===== config.mk =====
export PLATFORM = sky130hd
export DESIGN_NAME = fir_polyphase_iq
export DESIGN_NICKNAME = d
export VERILOG_FILES = /design/src/rtl/fir_polyphase_iq.sv
export SDC_FILE = /design/constraint.sdc
export NUM_CORES = 2
export LEC_CHECK = 0
export CELL_PAD_IN_SITES_DETAIL_PLACEMENT = 0
export CELL_PAD_IN_SITES_GLOBAL_PLACEMENT = 2
export CORE_MARGIN = 4
export CORE_UTILIZATION = 25
export CTS_CLUSTER_DIAMETER = 60
export CTS_CLUSTER_SIZE = 28
export DETAILED_ROUTE_END_ITERATION = 7
export PLACE_DENSITY_LB_ADDON = 0.08
export SYNTH_ARGS = -nofsm -noshare
export SYNTH_HDL_FRONTEND = slang
export SYNTH_SLANG_ARGS = --single-unit

===== constraint.sdc =====
create_clock -name clk -period 22 [get_ports clk]
set_input_delay 4.4 -clock clk [delete_from_list [all_inputs] [get_ports clk]]
set_output_delay 4.4 -clock clk [all_outputs]
set_load 0.01 [all_outputs]

===== src/rtl/fir_polyphase_iq.sv =====
// Two-channel (I/Q) polyphase pulse-shaping interpolator: +/-1 symbol mapping,
// OVER_SAMP-phase interpolation, runtime-loadable N_BAUDS-tap-per-phase filter.
module fir_polyphase_iq #(
  parameter int NB_COEFF  = 10,
  parameter int NBF_COEFF = 8,
  parameter int OVER_SAMP = 8,
  parameter int N_BAUDS   = 7,
  parameter int NB_COUNT  = 3,
  parameter int NB_ADDR   = 6,
  parameter int NB_OUTPUT = 13
) (
  input  logic                 clk,
  input  logic                 i_rst,
  input  logic                 i_enable,
  input  logic                 i_valid,
  input  logic                 i_sym_i,
  input  logic                 i_sym_q,
  output logic                 o_sym_req,
  output logic                 o_underrun,
  input  logic                 i_coeff_we,
  input  logic [NB_ADDR-1:0]   i_coeff_addr,
  input  logic [NB_COEFF-1:0]  i_coeff_data,
  output logic [NB_OUTPUT-1:0] o_data_i,
  output logic [NB_OUTPUT-1:0] o_data_q,
  output logic [NB_COUNT-1:0]  o_phase,
  output logic                 o_valid
);

  localparam int unsigned N_COEFF = OVER_SAMP * N_BAUDS;

  if (NBF_COEFF > NB_COEFF || (1 << NB_COUNT) != OVER_SAMP) begin : g_bad_params
    $error("fir_polyphase_iq: inconsistent coefficient or phase-counter parameters");
  end

  logic [NB_COUNT-1:0]        cnt;
  logic [N_BAUDS-1:0]         tap_act;
  logic [N_BAUDS-1:0]         tap_i;
  logic [N_BAUDS-1:0]         tap_q;
  logic signed [NB_COEFF-1:0] coeff [N_COEFF];
  logic signed [NB_OUTPUT-1:0] acc_i;
  logic signed [NB_OUTPUT-1:0] acc_q;
  logic [NB_ADDR-1:0]         idx;
  logic                       accept;

  // Negate one bit wider so the most negative coefficient flips exactly.
  function automatic logic signed [NB_OUTPUT-1:0] tap_term(
    input logic act,
    input logic neg,
    input logic signed [NB_COEFF-1:0] c
  );
    logic signed [NB_COEFF:0] ext;
    ext = {c[NB_COEFF-1], c};
    if (neg)
      ext = -ext;
    return act ? NB_OUTPUT'(ext) : '0;
  endfunction

  assign o_sym_req = (cnt == NB_COUNT'(OVER_SAMP - 1));
  assign accept    = i_enable && o_sym_req;

  always_comb begin
    acc_i = '0;
    acc_q = '0;
    idx   = '0;
    for (int unsigned k = 0; k < N_BAUDS; k++) begin
      idx   = NB_ADDR'(k * OVER_SAMP) + NB_ADDR'(cnt);
      acc_i = acc_i + tap_term(tap_act[k], tap_i[k], coeff[idx]);
      acc_q = acc_q + tap_term(tap_act[k], tap_q[k], coeff[idx]);
    end
  end

  always_ff @(posedge clk or posedge i_rst) begin
    if (i_rst) begin
      cnt     <= '0;
      tap_act <= '0;
      tap_i   <= '0;
      tap_q   <= '0;
    end else if (i_enable) begin
      cnt <= cnt + 1'b1;
      if (accept) begin
        tap_act <= {tap_act[N_BAUDS-2:0], i_valid};
        tap_i   <= {tap_i[N_BAUDS-2:0], i_sym_i};
        tap_q   <= {tap_q[N_BAUDS-2:0], i_sym_q};
      end
    end
  end

  // Coefficient storage ignores i_enable; reads in the same cycle see the old value.
  always_ff @(posedge clk or posedge i_rst) begin
    if (i_rst) begin
      coeff <= '{default: '0};
    end else if (i_coeff_we && (32'(i_coeff_addr) < N_COEFF)) begin
      coeff[i_coeff_addr] <= i_coeff_data;
    end
  end

  always_ff @(posedge clk or posedge i_rst) begin
    if (i_rst) begin
      o_data_i   <= '0;
      o_data_q   <= '0;
      o_phase    <= '0;
      o_valid    <= 1'b0;
      o_underrun <= 1'b0;
    end else begin
      o_underrun <= accept && !i_valid;
      o_valid    <= i_enable;
      if (i_enable) begin
        o_data_i <= acc_i;
        o_data_q <= acc_q;
        o_phase  <= cnt;
      end
    end
  end

endmodule


==> impl_metrics.toml <==
[run_status]
status = "finished, final reports clean"

[worst_hold_path]
hp-class = "reg2reg"

[detailed_routing]
drc_errors = 0
routedWlPerCell_um = 24.0
drt-vias-per-instance = 4.55
drtIter0Drc = 974
ant_nets = 0
first_pass_iters = 5
wl_um = 108000
num_vias = 20400

[global_route]
antenna_found_initial = 4
overflow = 0
track_usage = 0.154
grt_pass1_vias = 22100
grt_max_degree = 160
grt_pass1_wl_um = 160000

[placed_design]
dp_hpwl_um = 73100
routabilityCongestion = 0.782
dpl_cell_area_sq_mm = 0.0366
io_buffers = 54
dpl_worst_slack_ns = 13.71

[power_and_ir_drop]
p_per_area_mw_per_mm2 = 137
peakVddDrop_mv = 0.0788
power.total_mw = 5.41
cellLeakagePower_nw = 18.0

[final_layout]
nets = 2799
multi_input_area_sq_mm = 0.0176
regArea_sq_mm = 0.0154
syn2layout_area_growth_pct = 16.3
final_area_sq_mm = 0.0396
layout-drive-gt1-share = 0.366
n_fill_cell = 13600

[clock_tree]
ctsResizeCount = 0
htree_levels = 3
post_cts_buffers = 0
cts_buffers = 85
cts_max_path_buffers = 3
cts_hold_buf = 0
tritoncts = "built"
cts_root_buffer = "clkbuf_16"
clk_latency_ns = 0.68
path_clk_slew_ns = 0.06
cts_sinks = 614

[synthesis]
syn_area_sq_mm = 0.0340
synth-xor-area-share = 0.0273
synth_top_family_by_area = "multiplexers"
syn_inst = 2581
synth_largest_area_cell = "dfrtp_1"
yosysUniqueCellTypes = 58
synth.avg_cell_area_sq_um = 13.2
ys_seq_elements = 614
yosysTopAreaCellShare = 0.451
synthAdderAreaFrac = 0.0764
ys_seq_area_frac = 0.451
synth-edff-count = 0
syn_nets = 2747
ys.flop_type = "dfrtp_1"
synthArstFlopShare = 1.00
synthMuxAreaShare = 0.318
yosys_warnings = 0
netlist_top_cells_area = "dfrtp_1, mux2_2, mux4_2"
synth_compound_area_frac = 0.0225
synthSimpleGateAreaFrac = 0.0718

[floorplanning]
start_util = 0.252
die_w_um = 377
rows = 135
die_y_um = 377
ios = 55
fp.dieArea_sq_mm = 0.142
core_area_sq_mm = 0.135

[sta]
hold_viol = 0
max_slew_margin = 0.125
tightest_slew_ns = 1.31
post-route-period-util = 0.373
slew_viol_final = 0
layout_min_cycle_time_ns = 8.21
setup_violations = 0
rsz0062_at_grt = "no"
fmax_mhz = 122
setup_tns_ns = 0
finClkSkew_ns = 0.0290
finalWorstSetupSlack_ns = 13.79

[setup_path]
crit_slowest_cell = "mux2i_1"
critical_path.cell_chain = "buf_4, buf_4, mux4_2, mux2i_1, nand4_1, nor2_1, nor2_1, o21a_1, fa_1, fa_1, inv_1, fa_1, fa_1, xnor2_1, xnor2_1, xor2_1, and4_1, a2111o_1, or4_1, nand3_1"
crit_path_end_kind = "flop"
cpPeakStageDelay_ns = 0.82
required_ns = 22.59
critPathLaunchType = "flop"
crit_type = "reg2reg"
worst-path-buf-inv = 3
critPathTopFamily = "adder cells"
crit_top_cell = "fa_1"
arrival_ns = 8.80
cp_max_fo = 52

[job]
maxCapViolCount = 0
[state kept, by name (all words and copies together), names as in the netlist]
name	count
o_data_i	13
cnt	3
coeff	560
o_phase	3
tap_i	7
o_underrun	1
o_data_q	12
o_valid	1
tap_act	7
tap_q	7
[cells in the mapped netlist (14+ instances only)]
cell type  count
dfrtp_1      614
mux2_2       598
nand2_1      169
mux4_2       140
inv_1        120
clkbuf_1     115
fa_1         108
nor2_1        99
and2_1        78
mux2i_1       72
xor2_1        68
xnor2_1       38
nand3_1       37
ha_1          35
a21oi_1       30
and3_1        27
o21ai_0       25
buf_2         20
o21a_1        18
nand2b_1      14
[layer usage]
layer	vias to the layer above	track usage	part of all wire
li1	9212	-	-
met1	10800	0.219	0.49
met2	271	0.244	0.46
met3	104	0.0226	0.028
met4	0	0.0396	0.018
met5	-	0	0
[cell usage in the layout, fill, tap and decap left out, types with 72 or more instances in the layout]
| cell type | Yosys | final |
|---|---|---|
| inv_1 | 120 | 119 |
| dfrtp_1 | 614 | 611 |
| fa_1 | 108 | 108 |
| and2_1 | 78 | 78 |
| mux4_2 | 140 | 140 |
| nor2_1 | 99 | 99 |
| clkbuf_16 | 0 | 86 |
| mux2_2 | 598 | 598 |
| mux2i_1 | 72 | 72 |
| nand2_1 | 169 | 169 |
[area by class of cell]
type	count	area share
Inverter	121	0.0117
Clock inverter	56	0.0167
Antenna cell	3	0.000190
Multi-Input combinational cell	1693	0.443
Tap cell	1781	0.0563
Clock buffer	101	0.0580
Sequential cell	614	0.388
Timing Repair Buffer	118	0.0253
[through the flow]
stage / hold slack (ns) / utilization / std cells
after floorplan: 0.452 / - / 2581
after global placement: 0.462 / 0.271 / 4327
after detailed placement: 0.481 / 0.271 / 4327
after CTS: 0.495 / 0.293 / 4484
after global routing: 0.506 / 0.293 / 4484
final: 0.491 / 0.293 / 4487
[worst paths after layout]
path                                       startpoint                  endpoint  slack [ns]  cells past startpoint
worst max-delay path               cnt[1]$_DFFE_PP0P_  o_data_q[12]$_DFFE_PP0P_       13.79                     20
worst min-delay path            coeff[10]$_DFFE_PP0P_     coeff[10]$_DFFE_PP0P_        0.49                      1
worst max register to register     cnt[1]$_DFFE_PP0P_  o_data_q[12]$_DFFE_PP0P_       13.79                     20
worst min register to register  coeff[10]$_DFFE_PP0P_     coeff[10]$_DFFE_PP0P_        0.49                      1
max in group asynchronous                       i_rst    coeff[446]$_DFFE_PP0P_       15.19                      4
min in group asynchronous                       i_rst    coeff[218]$_DFFE_PP0P_        4.31                      2
[power breakdown]
group | switching, mW | internal, mW | leakage, nW
registers | 0.197 | 1.30 | 8.17
clock network | 0.580 | 0.849 | 1.43
logic | 1.42 | 1.06 | 8.40
total | 2.19 | 3.21 | 18.0
[cell families (layout without fill, tap and decap cells)]
| family | count (synthesis) | in the layout |
|---|---|---|
| compound gates | 120 | 120 |
| xor+xnor | 106 | 106 |
| fa+ha+maj | 143 | 143 |
| buf+inv | 274 | 396 |
| flops | 614 | 614 |
| mux | 824 | 824 |
| other cells | 0 | 3 |
| simple gates | 500 | 500 |
[worst reg2reg max path: cells and delay by family (launching register included)]
family	cells	cell delay, ns
AOI/OAI and AO/OA	2	0.63
xor gates and xnor gates	3	0.55
and+or+nand+nor	6	1.57
adders and majority gates	4	1.99
muxes	2	1.27
DFF	1	0.70
buffers and inverters	3	1.43
Power figures use the tool's default switching activity.
